--- config.mk ---
export PLATFORM = sky130hd
export DESIGN_NAME = fetch_unit
export DESIGN_NICKNAME = d
export VERILOG_FILES = /design/src/rtl/riscv_pkg.sv /design/src/rtl/fetch_perf.sv /design/src/rtl/fetch_unit.sv
export SDC_FILE = /design/constraint.sdc
export NUM_CORES = 1
export LEC_CHECK = 0
export ABC_CLOCK_PERIOD_IN_PS = 15490
export CAP_MARGIN = 20
export CORE_MARGIN = 5
export CORE_UTILIZATION = 37
export DETAILED_ROUTE_END_ITERATION = 8
export SLEW_MARGIN = 15
export SYNTH_ARGS = -nofsm -noshare
export SYNTH_HDL_FRONTEND = slang
export SYNTH_HIERARCHICAL = 1
export SYNTH_SLANG_ARGS = --single-unit
--- constraint.sdc ---
create_clock -name clk -period 15.49 [get_ports clk]
set_input_delay 1.549 -clock clk [delete_from_list [all_inputs] [get_ports clk]]
set_output_delay 1.549 -clock clk [all_outputs]
set_load 0.05 [all_outputs]
--- src/rtl/riscv_pkg.sv ---
// Shared core definitions for the fetch stage: datapath width, default reset PC,
// fetch FSM encoding and the sequential PC increment.
// The optional performance counters are enabled with FETCH_PERF_EN.
package riscv_pkg;

  localparam int XLEN = 32;
  localparam logic [XLEN-1:0] RESET_PC_DEFAULT = 32'h0000_0000;
  localparam int PCPLUS4 = 4;

  // IDLE: one cycle after reset, REQ: request raised or about to be raised,
  // WAIT: one request accepted and its response not yet taken.
  typedef enum logic [1:0] {
    IDLE = 2'd0,
    REQ  = 2'd1,
    WAIT = 2'd2
  } fetch_state_t;

endpackage

--- src/rtl/fetch_perf.sv ---
// Saturating performance counters for the fetch stage: captured instructions,
// discarded wrong-path responses and decode stall cycles.
// Compiled only when FETCH_PERF_EN is defined; otherwise this file is empty.
`ifdef FETCH_PERF_EN
module fetch_perf #(
  parameter int XLEN = riscv_pkg::XLEN
) (
  input  logic            clk,
  input  logic            reset,
  input  logic            i_capture,
  input  logic            i_discard,
  input  logic            i_stall,
  output logic [XLEN-1:0] o_perf_fetched,
  output logic [XLEN-1:0] o_perf_dropped,
  output logic [XLEN-1:0] o_perf_stall
);

  logic [XLEN-1:0] r_fetched;
  logic [XLEN-1:0] r_dropped;
  logic [XLEN-1:0] r_stall;

  // Counters stick at all-ones instead of wrapping back to zero.
  function automatic logic [XLEN-1:0] sat_inc(input logic [XLEN-1:0] v);
    return (v == '1) ? v : v + 1'b1;
  endfunction

  // Count each event once per cycle, saturating.
  always_ff @(posedge clk or posedge reset) begin
    if (reset) begin
      r_fetched <= '0;
      r_dropped <= '0;
      r_stall   <= '0;
    end else begin
      if (i_capture) r_fetched <= sat_inc(r_fetched);
      if (i_discard) r_dropped <= sat_inc(r_dropped);
      if (i_stall)   r_stall   <= sat_inc(r_stall);
    end
  end

  assign o_perf_fetched = r_fetched;
  assign o_perf_dropped = r_dropped;
  assign o_perf_stall   = r_stall;

endmodule
`endif

--- src/rtl/fetch_unit.sv ---
// Instruction-fetch stage: owns the PC, issues one instruction-memory request
// at a time and hands the fetched word to decode over a valid/ready handshake.
// A decode-side redirect retargets fetch; a response already in flight for the
// old path is taken and thrown away.
// Defining FETCH_PERF_EN adds the perf_fetched/perf_dropped/perf_stall counters.
module fetch_unit #(
  parameter int              XLEN     = riscv_pkg::XLEN,
  parameter logic [XLEN-1:0] RESET_PC = riscv_pkg::RESET_PC_DEFAULT
) (
  input  logic            clk,
  input  logic            reset,
  input  logic            PCSrc,
  input  logic [XLEN-1:0] PCTarget,
  output logic            imem_req,
  output logic [XLEN-1:0] imem_addr,
  input  logic            imem_ready,
  input  logic            imem_rvalid,
  input  logic [XLEN-1:0] imem_rdata,
  output logic            imem_rready,
  output logic            instr_valid,
  input  logic            decode_ready,
  output logic [XLEN-1:0] Instr,
  output logic [XLEN-1:0] PC,
  output logic [XLEN-1:0] PCPlus4
`ifdef FETCH_PERF_EN
  ,
  output logic [XLEN-1:0] perf_fetched,
  output logic [XLEN-1:0] perf_dropped,
  output logic [XLEN-1:0] perf_stall
`endif
);

  import riscv_pkg::*;

  fetch_state_t    r_state;
  fetch_state_t    w_state_nxt;
  logic [XLEN-1:0] r_fetch_pc;
  logic [XLEN-1:0] w_fetch_pc_nxt;
  logic            r_drop;
  logic            w_drop_nxt;
  logic            r_req;
  logic [XLEN-1:0] r_req_addr;
  logic            r_valid;
  logic [XLEN-1:0] r_instr;
  logic [XLEN-1:0] r_pc;
  logic [XLEN-1:0] r_pcplus4;

  logic            w_consume;
  logic            w_redirect;
  logic            w_rready;
  logic            w_take;
  logic            w_discard;
  logic            w_capture;
  logic            w_accept;
  logic            w_raise;
  logic [XLEN-1:0] w_target;
  logic [XLEN-1:0] w_pc_inc;

  assign w_consume  = r_valid & decode_ready;
  assign w_redirect = w_consume & PCSrc;
  // Only WAIT has a response outstanding, so acceptance is confined to it.
  assign w_rready   = (r_state == WAIT) & (r_drop | ~r_valid | w_consume);
  assign w_take     = imem_rvalid & w_rready;
  assign w_discard  = w_take & (r_drop | w_redirect);
  assign w_capture  = w_take & ~w_discard;
  assign w_accept   = r_req & imem_ready;
  // The request is raised one cycle after entering REQ (IDLE plays that role
  // after reset), so a redirect arriving with the just-captured instruction
  // retargets the next fetch without creating a wrong-path request.
  assign w_raise    = (r_state == IDLE) | ((r_state == REQ) & ~r_req);
  assign w_target   = PCTarget & ~XLEN'(3);
  assign w_pc_inc   = r_fetch_pc + XLEN'(PCPLUS4);

  // Next fetch PC: sequential advance on capture, redirect overrides it.
  always_comb begin
    // NOTE: every signal written in always_comb gets a default first; a path
    // that leaves one unassigned would infer a latch.
    w_fetch_pc_nxt = r_fetch_pc;
    if (w_capture)  w_fetch_pc_nxt = w_pc_inc;
    if (w_redirect) w_fetch_pc_nxt = w_target;
  end

  // FSM next state and wrong-path drop flag.
  always_comb begin
    w_state_nxt = r_state;
    w_drop_nxt  = r_drop;
    case (r_state)
      IDLE:    w_state_nxt = REQ;
      REQ:     if (w_accept) w_state_nxt = WAIT;
      WAIT:    if (w_take)   w_state_nxt = REQ;
      default: w_state_nxt = IDLE;
    endcase
    if (w_take) w_drop_nxt = 1'b0;
    // A redirect while a request is raised or outstanding (and not resolved
    // this cycle) leaves a wrong-path response to discard later.
    if (w_redirect && (((r_state == WAIT) && !w_take) || ((r_state == REQ) && r_req)))
      w_drop_nxt = 1'b1;
  end

  // State, PC and drop registers.
  always_ff @(posedge clk or posedge reset) begin
    // NOTE: non-blocking assignments so every register samples pre-edge values.
    if (reset) begin
      r_state    <= IDLE;
      r_fetch_pc <= RESET_PC;
      r_drop     <= 1'b0;
    end else begin
      r_state    <= w_state_nxt;
      r_fetch_pc <= w_fetch_pc_nxt;
      r_drop     <= w_drop_nxt;
    end
  end

  // Address channel: request and address held stable until accepted.
  always_ff @(posedge clk or posedge reset) begin
    if (reset) begin
      r_req      <= 1'b0;
      r_req_addr <= RESET_PC;
    end else if (w_raise) begin
      r_req      <= 1'b1;
      r_req_addr <= w_fetch_pc_nxt;
    end else if (w_accept) begin
      r_req      <= 1'b0;
    end
  end

  // Decode-side instruction register; a capture wins over a same-cycle consume.
  always_ff @(posedge clk or posedge reset) begin
    if (reset) begin
      r_valid   <= 1'b0;
      r_instr   <= '0;
      r_pc      <= '0;
      r_pcplus4 <= '0;
    end else if (w_capture) begin
      r_valid   <= 1'b1;
      r_instr   <= imem_rdata;
      r_pc      <= r_fetch_pc;
      r_pcplus4 <= w_pc_inc;
    end else if (w_consume) begin
      r_valid   <= 1'b0;
    end
  end

  assign imem_req    = r_req;
  assign imem_addr   = r_req_addr;
  assign imem_rready = w_rready;
  assign instr_valid = r_valid;
  assign Instr       = r_instr;
  assign PC          = r_pc;
  assign PCPlus4     = r_pcplus4;

`ifdef FETCH_PERF_EN
  fetch_perf #(.XLEN(XLEN)) u_perf (
    .clk            (clk),
    .reset          (reset),
    .i_capture      (w_capture),
    .i_discard      (w_discard),
    .i_stall        (r_valid & ~decode_ready),
    .o_perf_fetched (perf_fetched),
    .o_perf_dropped (perf_dropped),
    .o_perf_stall   (perf_stall)
  );
`endif

endmodule

# Yosys cells after proc, flatten, opt, wreduce, memory -nomap -nowiden
# Cells that the tools add are included.
[word_totals]
ff_bits = 165
inputBits = 70
output_inout_bits = 131
elab_cells = 50
[op_classes]
add_sub_neg = 1
eq_ne = 4
muxes = 11
bitwise_logic = 15
reduce_logical = 10
[ops]
columns = ["cell", "n"]
rows = [
  ["32-bit two-way mux", 2],
  ["32-bit by 3-bit adder with 32-bit output, second input constant", 1],
  ["1-bit AND", 8],
  ["1-bit two-way mux", 6],
  ["2-bit case mux with 3 select lines", 1],
  ["2-bit nonzero test", 3],
  ["2-bit two-way mux", 2],
  ["2-bit inequality test, second input constant", 2],
  ["1-bit bitwise OR", 4],
  ["1-bit logical AND", 3],
  ["1-bit inverter", 3],
  ["2-bit by 1-bit equality test with 1-bit output, second input constant", 1],
  ["2-bit equality test, second input constant", 1],
  ["2-bit zero test", 1],
  ["2-bit AND reduction", 1],
  ["1-bit zero test", 1],
  ["1-bit logical OR", 1],
]

# Longest topological paths before layout
[logic_depth]
depth_word = 10
depth_mapped = 7
depth_no_buf = 6

# Worst setup path after synthesis
# No wires, ideal clock.
[synth_path]
path_kind = "in2out"
from = "in decode_ready"
to = "out imem_rready"
arrival_ns = 2.154
required_time_ns = 13.941
path_slack_ns = 11.787
path_stages = 2
path_buffers = 0
cell_sequence = "nand2b_1 > o21a_1"
[synth_via]
elab_chain_cells = 3
[synth_lines]
columns = ["item", "line", "source"]
rows = [
  ["from (decl)", "fetch_unit.sv:21", "input logic decode_ready,"],
  ["1-bit AND", "fetch_unit.sv:59", "assign w_consume = r_valid & decode_ready;"],
  ["1-bit bitwise OR", "fetch_unit.sv:62", "assign w_rready = (r_state == WAIT) & (r_drop | ~r_valid | w_consume);"],
  ["1-bit AND", "fetch_unit.sv:62", ""],
  ["to (decl)", "fetch_unit.sv:19", "output logic imem_rready,"],
]
# No other way between the ends.

# Final worst setup path
# Ends and elaborated chain as after synthesis.

==> results.txt <==
- Setup violations remaining at the end of the flow were counted as 0.
- When the netlist entered floorplanning its net count stood at 856.
- The total area inside the core boundary comes to 0.0193 mm2.
- STA classifies the critical path endpoint as an output port.
* DIE AREA: 0.0223 mm2
* RSZ-0062 raised after global routing: no
* Number of detailed-route iterations in the first pass: 5
- The number of antenna violations at the first check in global routing was 0.
- Later-pin clock latency in the skew report: 0.43 ns
* Root buffer cell: sky130_fd_sc_hd__clkbuf_16
- For the worst setup path, the data arrival time is 3.31 ns.
- Dpl cell area: 0.00934 mm2
* Post-synthesis sequential area ratio: 56.8%
- Global routing used 18.9% of the available tracks across all layers.
- For the pin with the worst max-slew slack, the measured transition is 0.904 ns.
- Avg Vias per Cell: 4.91
* Number of buffers created by CTS: 17
* Die X: 149 um
* Cell count after synthesis: 785
- The worst hold path begins at r_fetch_pc[1].
* Placed wire-length estimate: 14.3 mm
- Met1 Use GR: 27.7%
- Power density cells: 245 mW/mm2
- Net total in the final layout: 1024
- Library cells used by synthesis: 45
- For met3 alone, demand over resource in global routing was 4.28%.
- The first routing iteration left 356 violations.
* Max H-tree Level: 4
* Max-Cap Viols: 0
- The clock arrives with 0.0147 ns of skew.
- Mean area per synthesized cell: 9.15 um2
* Post-detailed-route wirelength per cell: 16.9 um
* Outcome: complete, no violations
- Of the available clock period, the critical path in the final layout requires 31.4%.
- Worst reg2reg endpoint: imem_addr[4]
- Count of flip-flops with a built-in enable after synthesis: 0
- Antenna Cells: 0
- Total Neg Setup Slack: 0 ns
- Number of gates resized after cts: 0
* Final instance area: 0.00990 mm2
- The final-report max-slew violation count came to 0.
* GR Layer Usage met2: 27.8%
- Total congestion overflow: 0
* Most utilized layer in the global route result: met2
- Maximum fanout along the worst path: 7
- Global placement routability congestion: 0.807
* Number of global-route vias before repair: 5875
- Y dimension of the die: 149 um
- Crit path from: decode_ready
- Hold crit path type: reg2reg
- Along the worst hold path, the cell count comes to 2.
- Most frequent cells in the layout: sky130_fd_sc_hd__nand2_1 (272), sky130_fd_sc_hd__clkdlybuf4s50_1 (198), sky130_fd_sc_hd__dfrtp_1 (163)
* Startpoint of the most critical register-to-register path: instr_valid
- Worst hold path endpoint: PC[1]
* Type of origin of the critical path: input port
* Ys async rst share: 100%
- Via count: 6044
* Area delta synth->final: 37.9%
- Hold buffer count at CTS: 0
* Most common cell after layout, fill and taps aside: sky130_fd_sc_hd__nand2_1
* Wire length of the first global-routing pass: 33.0 mm
- Site row count: 51
- Synthesized area: 0.00718 mm2
- In this run the deepest clock path goes through 2 buffers.
* Number of cells on the worst reg-to-reg path: 7
- Register bit count reported by yosys: 163
* Worst slew margin relative to its limit: 39.7%
- Path type of the worst setup path: in2out
- Clock-pin slew was measured on the worst setup and hold paths at 0.06 ns.
- After detailed routing, the number of remaining DRC violations is 0.
- For the worst setup path, the data required time is 13.94 ns.
- Detailed-route wire length: 20.8 mm
- The analysis attributes to cell leakage a power of 4.38 nW.
* Fillers: 1856
* Register-to-register path setup slack: 12.42 ns
- For this configuration, the core starts out at a cell density of 37.3%.
* Buffers inserted by post-CTS timing repair: 0
* Final min period: 4.86 ns
- Most common flop cell mapped by yosys: sky130_fd_sc_hd__dfrtp_1
- Synth warn: 6
- Largest net degree at the start of global routing: 94
- TritonCTS built the clock tree.
- Quantity of I/O buffers inserted on ports: 198
* Share of cells above drive strength 1: 6.00%
- # clock sinks: 163
- The detail route stage leaves a number of antenna-violating nets equal to 0.
- Hold violation count in the final report: 0
- 201 I/O pins were placed.
* Maximum resistive drop on vdd: 0.139 mV
* Maximum operating frequency: 0.206 GHz
registers in the layout, indices dropped and copies added, names as in the netlist:
signal,flops
Instr,32
PC,32
imem_addr,32
r_fetch_pc,32
PCPlus4,30
r_state,2
imem_req,1
instr_valid,1
r_drop,1
per-stage QoR:
| step | utilization (%) | instances | total power, mW | hold slack (ns) | worst slack (ns) |
|---|---|---|---|---|---|
| floorplan | - | 785 | 1.60 | 0.430 | 9.54 |
| global placement | 48.5 | 1198 | 2.03 | 0.444 | 10.64 |
| finish | 51.4 | 1231 | 2.43 | 0.463 | 10.63 |
| global route | 51.4 | 1231 | 2.57 | 0.478 | 10.56 |
| detailed placement | 48.5 | 1198 | 2.05 | 0.445 | 10.63 |
| CTS | 51.3 | 1230 | 2.45 | 0.463 | 10.62 |
per-layer routing:
metal,part of all wire (%),vias to the layer above
li1,-,2948
met1,47,2847
met2,44,226
met3,6.9,23
met4,1.5,0
met5,0,-
critical path: stages:
cell and delay, ns:
sky130_fd_sc_hd__clkdlybuf4s50_1 0.50, sky130_fd_sc_hd__nand2b_1 0.31, sky130_fd_sc_hd__o21a_1 0.16, sky130_fd_sc_hd__clkdlybuf4s50_1 0.80
layout make-up:
cell class                 count  area, um2  area share, %
tap                          265        332           3.35
multi-input combinational    555       2840           28.7
timing repair buffer         208       2060           20.8
inverter                       8       35.0          0.354
clock buffer                  19        453           4.57
sequential                   163       4080           41.2
clock inverter                13        103           1.04
cells by family (layout without fill, tap and decap cells):
group,count (synthesis),after routing,synth area share (%)
compound gates,124,124,10.3
xor+xnor,45,45,5.49
mux,5,5,0.784
buf+inv,67,248,3.87
simple gates,380,380,22.6
fa+ha+maj,1,1,0.174
flops,163,163,56.8
worst max-delay path by stage:
stage	end	slack (ns)	cells after the start
6_report	imem_rready	10.63	4
5_1_grt	imem_rready	10.56	4
4_1_cts	imem_rready	10.62	4
3_5_place_dp	imem_rready	10.63	4
3_3_place_gp	imem_rready	10.64	4
2_1_floorplan	Instr[0]	9.54	1
synth_stat cells (2+ instances only):
library cell / n / area share (%)
sky130_fd_sc_hd__and4_1: 2 / 0.24
sky130_fd_sc_hd__and2_1: 6 / 0.52
sky130_fd_sc_hd__buf_1: 9 / 0.47
sky130_fd_sc_hd__and3_1: 11 / 0.96
sky130_fd_sc_hd__buf_4: 3 / 0.31
sky130_fd_sc_hd__a221oi_1: 2 / 0.24
sky130_fd_sc_hd__xnor2_1: 16 / 2.0
sky130_fd_sc_hd__inv_1: 8 / 0.42
sky130_fd_sc_hd__a31oi_1: 9 / 0.78
sky130_fd_sc_hd__clkbuf_1: 35 / 1.8
sky130_fd_sc_hd__nand4_1: 15 / 1.3
sky130_fd_sc_hd__o31a_1: 2 / 0.24
sky130_fd_sc_hd__o21ai_0: 61 / 4.3
sky130_fd_sc_hd__dfrtp_1: 163 / 57
sky130_fd_sc_hd__a21oi_1: 17 / 1.2
sky130_fd_sc_hd__buf_2: 10 / 0.70
sky130_fd_sc_hd__nor2_1: 39 / 2.0
sky130_fd_sc_hd__clkbuf_2: 2 / 0.14
sky130_fd_sc_hd__or3_1: 3 / 0.26
sky130_fd_sc_hd__nand2b_1: 2 / 0.17
sky130_fd_sc_hd__xor2_1: 29 / 3.5
sky130_fd_sc_hd__nor3_1: 6 / 0.42
sky130_fd_sc_hd__nand2_1: 272 / 14
sky130_fd_sc_hd__nand3_1: 16 / 1.1
sky130_fd_sc_hd__mux2_2: 5 / 0.78
sky130_fd_sc_hd__a22oi_1: 11 / 1.1
sky130_fd_sc_hd__a222oi_1: 4 / 0.56
sky130_fd_sc_hd__o22ai_1: 10 / 0.87
power by group:
group	switching [mW]	internal (mW)	total, mW
clock	0.180	0.216	0.396
sequential	0.170	0.617	0.787
combinational	0.836	0.410	1.25
total	1.19	1.24	2.43
Note: power is estimated with default switching activity, not from simulation.
